## config.mk

```make
export PLATFORM = sky130hd
export DESIGN_NAME = clock_frequency_meter
export DESIGN_NICKNAME = d
export VERILOG_FILES = /design/src/rtl/synchronizer.sv /design/src/rtl/clock_frequency_meter.sv
export SDC_FILE = /design/constraint.sdc
export NUM_CORES = 1
export LEC_CHECK = 0
export CAP_MARGIN = 25
export CELL_PAD_IN_SITES_DETAIL_PLACEMENT = 1
export CELL_PAD_IN_SITES_GLOBAL_PLACEMENT = 2
export CORE_ASPECT_RATIO = 1.1
export CORE_MARGIN = 10
export CORE_UTILIZATION = 31
export DETAILED_ROUTE_END_ITERATION = 8
export PLACE_DENSITY_LB_ADDON = 0.1
export SYNTH_ARGS = -nofsm -noshare
export SYNTH_HDL_FRONTEND = slang
export SYNTH_HIERARCHICAL = 1
export SYNTH_SLANG_ARGS = --single-unit
```

## constraint.sdc

```tcl
create_clock -name clock -period 3.2 [get_ports clock]
set_clock_uncertainty 0.05 [all_clocks]
set_input_delay 0.64 -clock clock [delete_from_list [all_inputs] [get_ports clock]]
set_output_delay 0.64 -clock clock [all_outputs]
set_load 0.02 [all_outputs]
```

## src/rtl/synchronizer.sv

```systemverilog
// Multi-flop synchronizer for bringing an asynchronous level into the
// clock domain. The output is the last flop of the chain.
module synchronizer #(
  parameter int STAGES = 2
) (
  input  logic clock,
  input  logic reset,
  input  logic data,
  output logic synced
);

  logic [STAGES-1:0] chain;

  // Shift the asynchronous input through the flop chain.
  always_ff @(posedge clock) begin
    if (reset) begin
      chain <= '0;
    end else begin
      chain <= {chain[STAGES-2:0], data};
    end
  end

  assign synced = chain[STAGES-1];

endmodule

```

## src/rtl/clock_frequency_meter.sv

```systemverilog
// Clock frequency meter: samples an asynchronous monitored clock as data,
// counts its rising edges over a fixed window of reference cycles and
// reports the count together with stopped / too-slow / too-fast flags.
module clock_frequency_meter #(
  parameter  int STAGES        = 2,
  parameter  int WINDOW_CYCLES = 1024,
  localparam int COUNT_WIDTH   = $clog2(WINDOW_CYCLES / 2 + 1)
) (
  input  logic                   clock,
  input  logic                   reset,
  input  logic                   monitored_clock,
  input  logic                   enable,
  input  logic [COUNT_WIDTH-1:0] lower_threshold,
  input  logic [COUNT_WIDTH-1:0] upper_threshold,
  output logic [COUNT_WIDTH-1:0] measurement,
  output logic                   measurement_valid,
  output logic                   clock_stopped,
  output logic                   frequency_low,
  output logic                   frequency_high
);

  localparam int                  WINDOW_WIDTH = $clog2(WINDOW_CYCLES);
  localparam logic [WINDOW_WIDTH-1:0] WINDOW_LAST = WINDOW_WIDTH'(WINDOW_CYCLES - 1);

  logic                    synced_level;
  logic                    previous_level;
  logic                    armed;
  logic                    edge_pulse;
  logic                    window_close;
  logic [WINDOW_WIDTH-1:0] window_count;
  logic [COUNT_WIDTH-1:0]  edge_count;
  logic [COUNT_WIDTH-1:0]  count_next;

  synchronizer #(
    .STAGES (STAGES)
  ) monitored_sync (
    .clock  (clock),
    .reset  (reset),
    .data   (monitored_clock),
    .synced (synced_level)
  );

  // Track last cycle's level; armed stays low for the first cycle after reset.
  always_ff @(posedge clock) begin
    if (reset) begin
      previous_level <= 1'b0;
      armed          <= 1'b0;
    end else begin
      previous_level <= synced_level;
      armed          <= 1'b1;
    end
  end

  // Edge detect, window close and saturating next edge count.
  always_comb begin
    edge_pulse   = enable & armed & synced_level & ~previous_level;
    window_close = enable && (window_count == WINDOW_LAST);
    count_next   = edge_count;
    if (edge_pulse && (edge_count != '1)) begin
      count_next = edge_count + 1'b1;
    end
  end

  // Window and edge counters; both clear while disabled and at window close.
  always_ff @(posedge clock) begin
    if (reset) begin
      window_count <= '0;
      edge_count   <= '0;
    end else if (!enable || window_close) begin
      window_count <= '0;
      edge_count   <= '0;
    end else begin
      window_count <= window_count + 1'b1;
      edge_count   <= count_next;
    end
  end

  // Publish the closing window's count (including a closing-cycle edge) and flags.
  always_ff @(posedge clock) begin
    if (reset) begin
      measurement       <= '0;
      measurement_valid <= 1'b0;
      clock_stopped     <= 1'b0;
      frequency_low     <= 1'b0;
      frequency_high    <= 1'b0;
    end else begin
      measurement_valid <= 1'b0;
      if (window_close) begin
        measurement       <= count_next;
        measurement_valid <= 1'b1;
        clock_stopped     <= (count_next == '0);
        frequency_low     <= (count_next < lower_threshold);
        frequency_high    <= (count_next > upper_threshold);
      end
    end
  end

endmodule

```

==> metrics.csv <==
metric,value,unit
"Reg clk slew, reported paths",0.08,ns
outcome,completed,
"critical path fanouts, max",4,
number of port buffers,37,
die area,0.01054,mm²
vias,1989,
Post-Syn Area,0.002118,mm²
final worst-path cycle share,94.12,%
Fillers,808,
CP startpoint kind,input pin,
commonest register cell after synthesis,dfxtp_1,
ranking of synthesized cells by area,"dfxtp_1, ha_1, nor2_1",
IO Pins,38,
"Req. time, crit path",3.34,ns
CTS H-Tree Depth,2,
Worst Max-Slew Pin Slew,0.6190,ns
Area Growth Syn to Fin,40.22,%
TritonCTS Buffers,5,
initial antenna violation count,0,
Routed Antenna Nets,0,
GRT overflow,0,
detailed-route vias per instance,4.863,
"Seq/Total Area, Yosys",35.91,%
Post-synth top cells,"dfxtp_1, nor2_1, inv_1",
Initial Utilization,31.94,%
CP cell instances,clkdlybuf4s50_1 -> and4b_2 -> and3_4 -> nand4b_4 -> o21a_1 -> nor2_2 -> inv_2 -> ha_4 -> nand4_1 -> nor2_1 -> o21ai_0 -> a31oi_1 -> nor3_1 -> a31o_1,
die width,98.82,µm
power per cell area,293.6,mW/mm²
Hold Buf Count CTS,0,
CTS tree,yes,
Post-DP HPWL,5047,µm
Synth Warn #,6,
clock root buffer,clkbuf_8,
Floorplan Core Area,0.006633,mm²
Pre-Repair DR Iteration Count,4,
Min-Delay Path Class,flip-flop to flip-flop,
Achievable Freq,0.3320,GHz
"area leader, netlist",dfxtp_1,
Slowest cell on crit path,clkdlybuf4s50_1,
minimum clock period,3.012,ns
worst skew pair latency,0.29,ns
path type of the worst setup path,input pin to flip-flop,
area of the multi-input gates,0.001282,mm²
CP Capture Type,flip-flop,
"Hold Vio Cnt, Final",0,
share of post-route cells with drive strength above 1,18.96,%
critical path arrival,3.15,ns
total track usage,12.02,%
site row count,31,
post-synthesis register bit count,38,
Layout Nets,372,
largest net degree at the start of global routing,16,
Pleak,1.324,nW
clk sinks,38,
antenna cells,0,
largest stage delay on the critical path,0.47,ns
Chip Height,106.7,µm
GP Congestion,0.8662,
"Slew Viols, Final",0,
worst vdd ir,238.3,µV
Max-Cap Viols,0,
routed len/inst,15.46,µm
post-layout util,44.78,%
DRC,0,
final wirelength,6323,µm
Post-synth EDFFs,0,
Max Buffers Root-to-Sink,2,
Cell variety after synth,39,
Synthesized Nets,300,
cell area after layout,0.002970,mm²
storage element area,760.7,µm²
Mapped Cells,255,
share of flip-flops with an asynchronous set or reset,0,%
Placed Area,0.002801,mm²
syn avg cell area,8.307,µm²
relative slew slack,58.73,%
vias in the first global route,2115,
first-pass GRT wire length,10390,µm
DRT iter0 DRCs,25,
Synth top area share,35.91,%
setup violators final,0,
## what timing repair did
item                                    4_1_cts  5_1_grt
endpoints found under the setup margin        0        2
buffers inserted                              0        3
gates resized for setup                       0       16
hold endpoints to repair                      0        0
## metrics by stage
| step | setup WS (ns) | std cells | hold WS, ns | total power, mW | setup TNS (ns) |
|---|---|---|---|---|---|
| 2_1_floorplan | 0.3608 | 255 | 0.3638 | 0.5165 | 0 |
| 3_3_place_gp | -0.1575 | 399 | 0.3745 | 0.5622 | -0.2930 |
| 5_1_grt | -0.01219 | 409 | 0.4298 | 0.9115 | -0.01219 |
| 4_1_cts | 0.08412 | 406 | 0.4083 | 0.8835 | 0 |
| 6_report | 0.1881 | 409 | 0.3995 | 0.8722 | 0 |
| 3_5_place_dp | -0.2081 | 399 | 0.3927 | 0.5631 | -0.3940 |
## cell type report
cell class,count,share of cell area (%)
flip-flops and latches,38,25.61
well taps,82,3.454
clock inverters,2,0.3370
inverters,29,3.665
multi-input cells,181,43.18
clock buffers,5,2.317
repair buffers,72,21.44
## path summary, 6_finish.rpt
check                                                         from                                 end  slack [ns]  depth (start not counted)
worst min register to register  monitored_sync/chain[0]$_SDFF_PP0_  monitored_sync/chain[1]$_SDFF_PP0_        0.40                          1
worst max-delay path                                        enable          frequency_low$_SDFFE_PP0P_        0.19                         14
worst max register to register            edge_count[7]$_SDFF_PP0_         frequency_high$_SDFFE_PP0P_        0.46                         11
worst min-delay path            monitored_sync/chain[0]$_SDFF_PP0_  monitored_sync/chain[1]$_SDFF_PP0_        0.40                          1
## cells by family after synthesis
| family | Yosys count | synth area share (%) |
|---|---|---|
| AOI/OAI and AO/OA | 42 | 13.94 |
| xor gates and xnor gates | 11 | 4.548 |
| adders and majority gates | 21 | 12.40 |
| buffers and inverters | 36 | 6.556 |
| DFF | 38 | 35.91 |
| muxes | 6 | 2.894 |
| and+or+nand+nor | 101 | 23.75 |
## power by group
| group | internal (mW) | leakage (nW) | switching (mW) |
|---|---|---|---|
| Sequential | 0.476 | 0.307 | 0.00241 |
| Clock | 0.146 | 0.0438 | 0.171 |
| Combinational | 0.0442 | 0.973 | 0.0318 |
| Total | 0.667 | 1.32 | 0.206 |
## metal layers
layer / share of wire (%) / routed length [µm] / up-vias / track usage [%]
met5: 0 / 0 / - / 0
li1: - / - / 1019 / -
met3: 4.1 / 262 / 11 / 3.340
met1: 46 / 2924 / 933 / 14.61
met4: 1.9 / 120 / 0 / 3.689
met2: 48 / 3016 / 26 / 20.02
## state kept, by name (all words and copies together), names as in the netlist
| signal | flops |
|---|---|
| frequency_high | 1 |
| measurement | 10 |
| edge_count | 10 |
| previous_level | 1 |
| measurement_valid | 1 |
| clock_stopped | 1 |
| window_count | 10 |
| monitored_sync/chain | 2 |
| frequency_low | 1 |
| armed | 1 |
## critical path: cells and delay by family
family	cells	cell delay [ns]
and+or+nand+nor	7	1.06
buffers and inverters	2	0.55
adders and majority gates	1	0.27
AOI/OAI and AO/OA	4	0.65
## cell usage in the layout, fill, tap and decap left out, types with 3 or more instances in the layout
| master | count |
|---|---|
| o21ai_0 | 3 |
| dfxtp_1 | 38 |
| inv_1 | 24 |
| clkbuf_8 | 5 |
| nand2_1 | 15 |
| buf_4 | 34 |
| mux2i_1 | 3 |
| nor2b_1 | 4 |
| nor3_1 | 6 |
| inv_2 | 5 |
| a21oi_1 | 12 |
| nor2_1 | 36 |
| nand3_1 | 15 |
| ha_1 | 18 |
| ha_4 | 3 |
| o21a_1 | 3 |
| a21o_1 | 5 |
| clkdlybuf4s50_1 | 37 |
| xor2_1 | 9 |
| and3_1 | 6 |
| a211oi_1 | 5 |
| nand4_1 | 8 |
| o21ai_1 | 3 |
(Power assumes the default switching activity.)
